--- config.mk ---
export PLATFORM = sky130hd
export DESIGN_NAME = dense_act_neuron
export DESIGN_NICKNAME = d
export VERILOG_FILES = /design/src/rtl/dense_pkg.sv /design/src/rtl/dense_act_neuron_sigmoid_rom.sv /design/src/rtl/dense_act_neuron.sv
export SDC_FILE = /design/constraint.sdc
export NUM_CORES = 2
export LEC_CHECK = 0
export CAP_MARGIN = 20
export CELL_PAD_IN_SITES_DETAIL_PLACEMENT = 0
export CELL_PAD_IN_SITES_GLOBAL_PLACEMENT = 1
export CORE_AREA = 2 2 278 485
export CTS_CLUSTER_SIZE = 10
export DETAILED_ROUTE_END_ITERATION = 16
export DIE_AREA = 0 0 280 487
export PLACE_DENSITY_LB_ADDON = 0.1
export REMOVE_ABC_BUFFERS = 1
export SLEW_MARGIN = 20
export SYNTH_ARGS = -nofsm -noshare
export SYNTH_HDL_FRONTEND = slang
export SYNTH_HIERARCHICAL = 1
export SYNTH_SLANG_ARGS = --single-unit
--- constraint.sdc ---
create_clock -name clk -period 21 [get_ports clk]
set_clock_uncertainty 0.1 [all_clocks]
set_input_delay 3.15 -clock clk [delete_from_list [all_inputs] [get_ports clk]]
set_output_delay 3.15 -clock clk [all_outputs]
set_load 0.05 [all_outputs]
--- src/rtl/dense_pkg.sv ---
// Shared types and constants for the dense neuron: FSM states, activation
// encodings, sigmoid clamp limits and the Q8.8 sigmoid table (N=16, Q=8).
package dense_pkg;

  typedef enum logic [1:0] {
    ST_IDLE = 2'd0,
    ST_MAC  = 2'd1,
    ST_OUT  = 2'd2
  } state_e;

  // Encoding 2'd3 is not listed and behaves as identity.
  typedef enum logic [1:0] {
    ACT_NONE    = 2'd0,
    ACT_RELU    = 2'd1,
    ACT_SIGMOID = 2'd2
  } act_e;

  localparam int SIG_LUT_DEPTH = 256;
  localparam int SIG_CLAMP_HI  = 2048;
  localparam int SIG_CLAMP_LO  = -2048;
  localparam logic [15:0] SIG_ONE = 16'd256;

  // Entry i = round(256 / (1 + exp(-(16*i - 2048)/256))).
  localparam logic [15:0] SIG_LUT [SIG_LUT_DEPTH] = '{
    16'd0,   16'd0,   16'd0,   16'd0,   16'd0,   16'd0,   16'd0,   16'd0,   16'd0,   16'd0,   16'd0,   16'd0,   16'd0,   16'd0,   16'd0,   16'd0,
    16'd0,   16'd0,   16'd0,   16'd0,   16'd0,   16'd0,   16'd0,   16'd0,   16'd0,   16'd0,   16'd0,   16'd0,   16'd0,   16'd1,   16'd1,   16'd1,
    16'd1,   16'd1,   16'd1,   16'd1,   16'd1,   16'd1,   16'd1,   16'd1,   16'd1,   16'd1,   16'd1,   16'd1,   16'd1,   16'd1,   16'd2,   16'd2,
    16'd2,   16'd2,   16'd2,   16'd2,   16'd2,   16'd2,   16'd2,   16'd3,   16'd3,   16'd3,   16'd3,   16'd3,   16'd4,   16'd4,   16'd4,   16'd4,
    16'd5,   16'd5,   16'd5,   16'd6,   16'd6,   16'd6,   16'd7,   16'd7,   16'd8,   16'd8,   16'd8,   16'd9,   16'd10,  16'd10,  16'd11,  16'd11,
    16'd12,  16'd13,  16'd14,  16'd15,  16'd15,  16'd16,  16'd17,  16'd18,  16'd19,  16'd21,  16'd22,  16'd23,  16'd24,  16'd26,  16'd27,  16'd29,
    16'd31,  16'd32,  16'd34,  16'd36,  16'd38,  16'd40,  16'd42,  16'd44,  16'd47,  16'd49,  16'd52,  16'd54,  16'd57,  16'd60,  16'd63,  16'd66,
    16'd69,  16'd72,  16'd75,  16'd79,  16'd82,  16'd86,  16'd89,  16'd93,  16'd97,  16'd100, 16'd104, 16'd108, 16'd112, 16'd116, 16'd120, 16'd124,
    16'd128, 16'd132, 16'd136, 16'd140, 16'd144, 16'd148, 16'd152, 16'd156, 16'd159, 16'd163, 16'd167, 16'd170, 16'd174, 16'd177, 16'd181, 16'd184,
    16'd187, 16'd190, 16'd193, 16'd196, 16'd199, 16'd202, 16'd204, 16'd207, 16'd209, 16'd212, 16'd214, 16'd216, 16'd218, 16'd220, 16'd222, 16'd224,
    16'd225, 16'd227, 16'd229, 16'd230, 16'd232, 16'd233, 16'd234, 16'd235, 16'd237, 16'd238, 16'd239, 16'd240, 16'd241, 16'd241, 16'd242, 16'd243,
    16'd244, 16'd245, 16'd245, 16'd246, 16'd246, 16'd247, 16'd248, 16'd248, 16'd248, 16'd249, 16'd249, 16'd250, 16'd250, 16'd250, 16'd251, 16'd251,
    16'd251, 16'd252, 16'd252, 16'd252, 16'd252, 16'd253, 16'd253, 16'd253, 16'd253, 16'd253, 16'd254, 16'd254, 16'd254, 16'd254, 16'd254, 16'd254,
    16'd254, 16'd254, 16'd254, 16'd255, 16'd255, 16'd255, 16'd255, 16'd255, 16'd255, 16'd255, 16'd255, 16'd255, 16'd255, 16'd255, 16'd255, 16'd255,
    16'd255, 16'd255, 16'd255, 16'd255, 16'd256, 16'd256, 16'd256, 16'd256, 16'd256, 16'd256, 16'd256, 16'd256, 16'd256, 16'd256, 16'd256, 16'd256,
    16'd256, 16'd256, 16'd256, 16'd256, 16'd256, 16'd256, 16'd256, 16'd256, 16'd256, 16'd256, 16'd256, 16'd256, 16'd256, 16'd256, 16'd256, 16'd256
  };

endpackage

--- src/rtl/dense_act_neuron_sigmoid_rom.sv ---
// Combinational sigmoid lookup: clamps the Q8.8 input to (-8.0, 8.0) and
// indexes the 256-entry table in steps of 1/16.
module sigmoid_rom
  import dense_pkg::*;
#(
  parameter int N = 16
) (
  input  logic signed [N-1:0] val_i,
  output logic        [N-1:0] val_o
);

  logic [7:0] idx_s;

  // (val + 2048) >> 4 equals val[11:4] + 128 because 2048 is a multiple of 16.
  always_comb begin
    idx_s = val_i[11:4] + 8'd128;
    if (val_i <= SIG_CLAMP_LO) begin
      val_o = {N{1'b0}};
    end else if (val_i >= SIG_CLAMP_HI) begin
      val_o = N'(SIG_ONE);
    end else begin
      val_o = N'(SIG_LUT[idx_s]);
    end
  end

endmodule

--- src/rtl/dense_act_neuron.sv ---
// Single dense neuron: sequential MAC over NUM_INPUTS lanes, then saturation
// and a selectable activation (identity / ReLU / sigmoid LUT).
// Optional build macro DENSE_ROUND_EN: round half up before the final >>> Q.
module dense_act_neuron
  import dense_pkg::*;
#(
  parameter int N          = 16,
  parameter int Q          = 8,
  parameter int NUM_INPUTS = 16
) (
  input  logic                    clk,
  input  logic                    reset,
  input  logic                    start,
  input  logic [1:0]              act_sel,
  input  logic [NUM_INPUTS*N-1:0] input_vec,
  input  logic [NUM_INPUTS*N-1:0] weight_vec,
  input  logic [N-1:0]            bias,
  output logic                    busy,
  output logic [N-1:0]            raw_val,
  output logic [N-1:0]            output_val,
  output logic                    done
);

  // Wide enough that NUM_INPUTS full products plus the bias never overflow.
  localparam int AW = 2*N + $clog2(NUM_INPUTS) + 1;
  localparam int IW = (NUM_INPUTS > 1) ? $clog2(NUM_INPUTS) : 1;
  localparam logic [IW-1:0] IDX_LAST = IW'(NUM_INPUTS - 1);
  localparam logic signed [AW-1:0] SAT_MAX = {{(AW-N+1){1'b0}}, {(N-1){1'b1}}};
  localparam logic signed [AW-1:0] SAT_MIN = {{(AW-N+1){1'b1}}, {(N-1){1'b0}}};
  localparam logic signed [AW-1:0] RND_HALF = {{(AW-1){1'b0}}, 1'b1} << (Q-1);

  state_e                    state_q, state_d;
  logic [NUM_INPUTS*N-1:0]   x_q, x_d, w_q, w_d;
  logic [1:0]                act_q, act_d;
  logic signed [AW-1:0]      acc_q, acc_d;
  logic [IW-1:0]             idx_q, idx_d;
  logic                      busy_q, busy_d, done_q, done_d;
  logic [N-1:0]              raw_q, raw_d, out_q, out_d;

  logic signed [N-1:0]       x_cur_s, w_cur_s, r_sat_s;
  logic signed [2*N-1:0]     prod_s;
  logic signed [AW-1:0]      bias_ext_s, acc_adj_s, shr_s;
  logic [N-1:0]              sig_s, act_s;

  assign x_cur_s    = x_q[idx_q*N +: N];
  assign w_cur_s    = w_q[idx_q*N +: N];
  assign prod_s     = x_cur_s * w_cur_s;
  assign bias_ext_s = {{(AW-N){bias[N-1]}}, bias};

  sigmoid_rom #(.N(N)) u_sigmoid_rom (
    .val_i (r_sat_s),
    .val_o (sig_s)
  );

  // Scale the accumulator back to Q format, saturate to N bits, then activate.
  always_comb begin
`ifdef DENSE_ROUND_EN
    acc_adj_s = acc_q + RND_HALF;
`else
    acc_adj_s = acc_q;
`endif
    shr_s = acc_adj_s >>> Q;
    if (shr_s > SAT_MAX) begin
      r_sat_s = SAT_MAX[N-1:0];
    end else if (shr_s < SAT_MIN) begin
      r_sat_s = SAT_MIN[N-1:0];
    end else begin
      r_sat_s = shr_s[N-1:0];
    end
    case (act_q)
      ACT_RELU:    act_s = r_sat_s[N-1] ? {N{1'b0}} : r_sat_s;
      ACT_SIGMOID: act_s = sig_s;
      default:     act_s = r_sat_s;
    endcase
  end

  // Next-state logic: accept in IDLE, one MAC per cycle, publish in OUT.
  always_comb begin
    state_d = state_q;
    x_d     = x_q;
    w_d     = w_q;
    act_d   = act_q;
    acc_d   = acc_q;
    idx_d   = idx_q;
    busy_d  = busy_q;
    done_d  = 1'b0;
    raw_d   = raw_q;
    out_d   = out_q;
    case (state_q)
      ST_IDLE: begin
        if (start) begin
          x_d     = input_vec;
          w_d     = weight_vec;
          act_d   = act_sel;
          acc_d   = bias_ext_s <<< Q;
          idx_d   = {IW{1'b0}};
          busy_d  = 1'b1;
          state_d = ST_MAC;
        end else begin
          state_d = ST_IDLE;
        end
      end
      ST_MAC: begin
        acc_d = acc_q + prod_s;
        if (idx_q == IDX_LAST) begin
          state_d = ST_OUT;
        end else begin
          idx_d = idx_q + IW'(1'b1);
        end
      end
      ST_OUT: begin
        raw_d   = r_sat_s;
        out_d   = act_s;
        done_d  = 1'b1;
        busy_d  = 1'b0;
        state_d = ST_IDLE;
      end
      default: begin
        busy_d  = 1'b0;
        state_d = ST_IDLE;
      end
    endcase
  end

  // State and datapath registers; reset aborts any operation in flight.
  always_ff @(posedge clk or negedge reset) begin
    if (!reset) begin
      state_q <= ST_IDLE;
      x_q     <= {(NUM_INPUTS*N){1'b0}};
      w_q     <= {(NUM_INPUTS*N){1'b0}};
      act_q   <= 2'd0;
      acc_q   <= {AW{1'b0}};
      idx_q   <= {IW{1'b0}};
      busy_q  <= 1'b0;
      done_q  <= 1'b0;
      raw_q   <= {N{1'b0}};
      out_q   <= {N{1'b0}};
    end else begin
      state_q <= state_d;
      x_q     <= x_d;
      w_q     <= w_d;
      act_q   <= act_d;
      acc_q   <= acc_d;
      idx_q   <= idx_d;
      busy_q  <= busy_d;
      done_q  <= done_d;
      raw_q   <= raw_d;
      out_q   <= out_d;
    end
  end

  assign busy       = busy_q;
  assign done       = done_q;
  assign raw_val    = raw_q;
  assign output_val = out_q;

endmodule

# After elaboration in Yosys (flattened, before gate mapping)
# Memories as Yosys holds them, arrays and structs flattened.
# Index checks and enable logic that the tools add are counted.
# word_totals
register_bits	591
mem_bits_ro	4096
in_bits	533
out_inout_bits	34
word_cells	57
memories	1
# memory_table
memory	depth	width	read_ports	rd_clocked_by_memory_dff	write_ports	line_no	rtl
(no name shown)	256	16	1	0	0	dense_act_neuron_sigmoid_rom.sv:22	val_o = N'(SIG_LUT[idx_s]);
# classes
n_addsub	3
multipliers	1
n_lt_le_gt_ge	5
n_eq_ne	8
shift	2
muxes	19
bitwise	2
reduce_logical	6
# ops
operator	n
$shiftx 256x9->16	2
$mux 16	6
$pmux 37 s2	1
$add 37x32->37	1
$mux 37	1
$mul 16x16->32	1
$pmux 16 s2	1
$gt 29x16->1 const B	1
$lt 29x16->1 const B	1
$ge 16x13->1 const B	1
$le 16x12->1 const B	1
$mux 15	1
$ge 9x9->1 const B	1
$not 8->9	1
$add 8x8->8 const B	1
$mux 4	2
$pmux 4 s2	1
$ne 2x2->1 const B	3
$reduce_and 2->1	3
$add 4x1->4 const B	1
$eq 2x1->1 const B	2
$eq 2x2->1 const B	2
$eq 4x4->1 const B	1
$pmux 2 s2	1
7 further kinds	9

# Depth between registers and ports, before layout
# logic_depth
ltp_word	11
depth_mapped	32
depth_no_buf	27

# Hierarchy
# Netlist, hierarchy kept.
# by_module_without_submodules
mod	instances	cells_each	area_per_inst_um2	seq_area_each_um2
dense_act_neuron	1	4039	37920.1	14789.2
sigmoid_rom	1	230	1495.2	0.0

# Worst setup path before layout
# Ideal clock, no wire load.
# synth_path
path_kind	register to register
start	register idx_q[0]
end	register acc_q[36] (netlist: acc_adj_s[36])
setup_time_ps	130
t_arrival_ps	7607
required_ps	20770
slack_ps	13163
stages_incl_launch_ff	31
n_path_buf	5
period_less_slack_ps	7837
path_cell_list	dfrtp_1 > buf_6 > buf_6 > buf_2 > buf_4 > mux4_2 > mux2i_1 > nand2_1 > o21ai_2 > buf_2 > nor2_1 > fa_1 > fa_1 > fa_1 > inv_1 > fa_1 > inv_1 > fa_1 > inv_1 > fa_1 > inv_1 > ha_1 > a2111oi_0 > o21ai_1 > a41o_1 > a31o_2 > a21o_4 > a221oi_4 > a21oi_1 > xnor2_1 > o21ai_1
# synth_between
elab_chain_len	4
word_cells_on_any_way	5
cone_classes	add/sub (1); mul (1); shift (2); mux (1)
# synth_rtl
item	line_no	rtl
from (decl)	dense_act_neuron.sv:36	logic [IW-1:0] idx_q, idx_d;
from (signal assigned)	dense_act_neuron.sv:133	idx_q <= {IW{1'b0}};
from (signal assigned)	dense_act_neuron.sv:144	idx_q <= idx_d;
$shiftx 256x9->16 (on tied branches)	dense_act_neuron.sv:45, dense_act_neuron.sv:46	
$mul 16x16->32 (*)	dense_act_neuron.sv:47	assign prod_s = x_cur_s * w_cur_s;
$add 37x32->37 (*)	dense_act_neuron.sv:104	acc_d = acc_q + prod_s;
$pmux 37 s2 (*)	dense_act_neuron.sv:89	case (state_q)
to (signal assigned)	dense_act_neuron.sv:132	acc_q <= {AW{1'b0}};
to (decl)	dense_act_neuron.sv:35	logic signed [AW-1:0] acc_q, acc_d;
# Every way passes the cells marked *; elsewhere a longest branch is shown, timed or not.
# A chain may end at the register's enable or synchronous reset.

# Worst setup path in the final report
# layout_path
start	register idx_q[0]
end	register acc_q[35] (netlist: acc_adj_s[35])
# Same word-level chain as after synthesis.

==> results.md <==
- The count of endpoints failing setup in the final report is 0.
- The number of core rows is 177.
- The fraction of synthesized cell area taken by the top area cell type is 37.5%.
- STA classifies the critical path startpoint as a register.
- The endpoint kind of the worst setup timing path is a register.
- Buffers added to address setup during post-CTS repair amount to 0.
- The routed layout has 30000 vias.
- The met3 wire length is 6510 microns.
- Headroom to the max-slew limit came out at 28.3%.
- For the worst setup path, the data arrival time is 9840 ps.
- The instance area at placement is 46600 sq um.
- The number of nets with antenna violations after detailed routing is 0.
- Along the worst path, the maximum fanout reaches 44.
- The leading cell type in the layout, fill and taps excluded is sky130_fd_sc_hd__nand2_1.
- The estimated wirelength of the detail-placed design is 100000 microns.
- Entering global routing, the biggest net connects 208 pins.
- The count of final max-slew check failures is 0.
- The first global-routing pass estimated 204000 microns of wire.
- In the synthesized netlist the dominant register cell turns out to be sky130_fd_sc_hd__dfrtp_1.
- The pre-antenna-repair detailed-routing pass consisted of 7 iterations.
- The quantity of hold-fixing buffers added after cts is 0.
- The achievable frequency is 0.106 GHz.
- The latest clock arrival within the worst-skew pair is 680 ps.
- The final hold violation count came to 0.
- The highest routed metal layer is met5.
- The post-synthesis sequential element count is 591.
- The detailed router's first-iteration violation count is 1607.
- The clock net in this run drives a total of 591 sinks.
- The post-synthesis cell area is 39400 sq um.
- Sorting the synthesized cells by area gives the leading types as sky130_fd_sc_hd__dfrtp_1 (38%), sky130_fd_sc_hd__nand2_1 (16%), sky130_fd_sc_hd__fa_1 (16%).
- After detailed routing, the average wire length per cell comes to 20.5 microns.
- The number of different library cells used by synthesis comes to 82.
- The die height is 487 microns.
- The longest clock path from root to sink contains 3 buffers.
- The critical path is of the register to register type.
- The post-layout minimum cycle time is 9410 ps.
- A synthesized cell averages 9.23 sq um.
- The core box area is 133000 sq um.
- The horizontal extent of the die is 280 microns.
- The top-level I/O count is 567.
- The share of the Yosys chip area taken by registers is 37.5%.
- In the finished design, the share of the clock period the worst path needs comes to 44.8%.
- The number of remaining DRC errors is 0.
- In the layout the commonest cells are sky130_fd_sc_hd__nand2_1 (1731), sky130_fd_sc_hd__dfrtp_1 (587), sky130_fd_sc_hd__clkdlybuf4s50_1 (565).
- The flow ran to the end, and the final reports show no timing, DRC or antenna violations.
- After detailed routing, the number of vias per cell comes to 4.65.
- The fraction of registers with async set or reset after synthesis is 100%.
- The layout cell share with drive strength beyond 1 is 7.35%.
- The number of antenna violations at the first check in global routing is 32.
- The count of flip-flops with a built-in enable after synthesis is 0.
- Summed over all failing endpoints, the final setup total negative slack is 0 ps.
- Yosys printed 6 warnings.
- The TritonCTS clock tree is done.
- The cell sitting at the root of the clock tree is a sky130_fd_sc_hd__clkbuf_16.
- CTS built an H-tree with a depth of 3.
- Setup repair after global routing left no endpoint under its margin.
- Excluding fillers, the count of instances in the completed layout stands at 6454.
- The worst hold path belongs to the class register to register.
- The tool flagged a number of max-cap violations equal to 0.
- At the worst endpoint, the required time is 21430 ps.
- Relative to the synthesized area, the layout overhead comes to 23.8%.
- The weighted congestion at the end of routability-driven global placement is 0.840.
- After the last flow step, the layout net total stands at 5700.
- The transition time at the pin with the least slew margin is 1080 ps.
- The number of input and output port buffers inserted is 566.
- Global routing used 19.7% of the available tracks across all layers.
- Summing all non-filler instances in the final layout gives an area of 48800 sq um.
- After clock tree synthesis, the repair step resized 0 gates.
- The initial utilization of the core area, before any placement, comes to 29.7%.
- Wire segments on met2 add up to 67600 microns in the final route.
- The cell taking the most area after synthesis is sky130_fd_sc_hd__dfrtp_1.
- The number of global-route vias before repair is 33600.
- Buffers inserted during clock tree synthesis total 72.
- The area enclosed by the die boundary is 136000 sq um.
- The routed wire length is 132000 microns.
- The cell count after synthesis is 4269.
- Measured on the finished design, the core utilization comes to 36.8%.
- After clock tree synthesis, the clock-pin slew on the worst setup and hold paths is 60 ps.
- The number of cells after detailed placement is 6350.
- The leftover overflow at the end of global routing is 0.
- The met1 wire length is 53900 microns.
==> stage by stage <==
| stage | setup WS (ps) | hold slack [ps] |
|---|---|---|
| global route | 10920 | 388 |
| CTS | 11340 | 371 |
| finish | 11590 | 367 |
| detailed placement | 11360 | 357 |
| global placement | 11430 | 352 |
| floorplan | 623 | 340 |
==> flip-flops by register name (all words and copies together) (netlist names) <==
register,flops
w_q,256
x_q,256
acc_adj_s,37
output_val,16
raw_val,16
idx_q,4
act_q,2
state_q,2
busy,1
done,1
==> critical path: stages, from the launching register on <==
cell and delay, ps:
sky130_fd_sc_hd__dfrtp_4 1030, sky130_fd_sc_hd__buf_4 850, sky130_fd_sc_hd__mux4_2 590, sky130_fd_sc_hd__mux4_2 690, sky130_fd_sc_hd__inv_2 250, sky130_fd_sc_hd__nor2_1 100
sky130_fd_sc_hd__fa_1 540, sky130_fd_sc_hd__inv_1 50, sky130_fd_sc_hd__fa_1 470, sky130_fd_sc_hd__inv_1 50, sky130_fd_sc_hd__fa_1 430, sky130_fd_sc_hd__fa_1 520
sky130_fd_sc_hd__fa_1 510, sky130_fd_sc_hd__inv_1 50, sky130_fd_sc_hd__fa_1 520, sky130_fd_sc_hd__inv_1 40, sky130_fd_sc_hd__ha_1 390, sky130_fd_sc_hd__nand3_1 150
sky130_fd_sc_hd__a211oi_1 230, sky130_fd_sc_hd__o21ai_1 210, sky130_fd_sc_hd__a21boi_1 330, sky130_fd_sc_hd__o22ai_1 190, sky130_fd_sc_hd__a31oi_1 410, sky130_fd_sc_hd__a41oi_1 240
sky130_fd_sc_hd__a31oi_1 210, sky130_fd_sc_hd__o21ai_1 80
==> area by class of cell <==
type | instances | area, sq um
clock inverter | 10 | 219
multi-input combinational | 3067 | 22200
inverter | 379 | 1420
antenna | 7 | 17.5
tap | 1700 | 2130
sequential | 591 | 14800
timing repair buffer | 614 | 6100
clock buffer | 86 | 1930
fill | 13700 | 83900
==> synthesized netlist by cell type (7+ instances only) <==
| library cell | count |
|---|---|
| sky130_fd_sc_hd__a211oi_1 | 8 |
| sky130_fd_sc_hd__a21o_1 | 20 |
| sky130_fd_sc_hd__a21oi_1 | 100 |
| sky130_fd_sc_hd__a31oi_1 | 11 |
| sky130_fd_sc_hd__and3_1 | 9 |
| sky130_fd_sc_hd__buf_1 | 14 |
| sky130_fd_sc_hd__buf_2 | 52 |
| sky130_fd_sc_hd__buf_4 | 13 |
| sky130_fd_sc_hd__buf_6 | 10 |
| sky130_fd_sc_hd__clkbuf_1 | 149 |
| sky130_fd_sc_hd__dfrtp_1 | 591 |
| sky130_fd_sc_hd__fa_1 | 318 |
| sky130_fd_sc_hd__ha_1 | 124 |
| sky130_fd_sc_hd__inv_1 | 367 |
| sky130_fd_sc_hd__inv_2 | 12 |
| sky130_fd_sc_hd__mux2_2 | 20 |
| sky130_fd_sc_hd__mux2i_1 | 23 |
| sky130_fd_sc_hd__mux4_2 | 141 |
| sky130_fd_sc_hd__nand2_1 | 1731 |
| sky130_fd_sc_hd__nand2b_1 | 30 |
| sky130_fd_sc_hd__nand3_1 | 20 |
| sky130_fd_sc_hd__nand4_1 | 7 |
| sky130_fd_sc_hd__nor2_1 | 189 |
| sky130_fd_sc_hd__nor2b_1 | 24 |
| sky130_fd_sc_hd__o211ai_1 | 9 |
| sky130_fd_sc_hd__o21a_1 | 10 |
| sky130_fd_sc_hd__o21ai_0 | 77 |
| sky130_fd_sc_hd__o21ai_1 | 20 |
| sky130_fd_sc_hd__o21ai_2 | 14 |
| sky130_fd_sc_hd__o21bai_1 | 7 |
| sky130_fd_sc_hd__or2_2 | 9 |
| sky130_fd_sc_hd__xnor2_1 | 21 |
| sky130_fd_sc_hd__xor2_1 | 15 |
==> path summary, 6_finish.rpt <==
check	from	end	slack (ps)	cells past startpoint
min in group asynchronous	reset	w_q[183]	2350	1
hold reg to reg	x_q[224]	x_q[224]	370	2
setup reg to reg	idx_q[0]	acc_adj_s[35]	11590	25
hold / removal	x_q[224]	x_q[224]	370	2
max in group asynchronous	reset	x_q[33]	15370	4
setup / recovery	idx_q[0]	acc_adj_s[35]	11590	25
==> cell families (layout without fill, tap and decap cells) <==
group           Yosys count  after routing  synth area share [%]
compound gates          340            340                  5.50
other cells               1             14               0.00951
xor+xnor                 36             36                 0.800
fa+ha+maj               442            442                  20.1
simple gates           2058           2058                  20.5
flops                   591            591                  37.5
buf+inv                 617           1089                  6.36
mux                     184            184                  9.21
==> metal layers <==
layer | up-vias | GRT usage (%)
met4 | 54 | 6.08
met2 | 679 | 35.1
met3 | 211 | 3.81
met5 | - | 0
met1 | 14700 | 23.8
li1 | 14300 | -
Power is left out: the tool's default activity adds up to more than one toggle a clock period on the data nets, which glitch-free logic cannot reach.
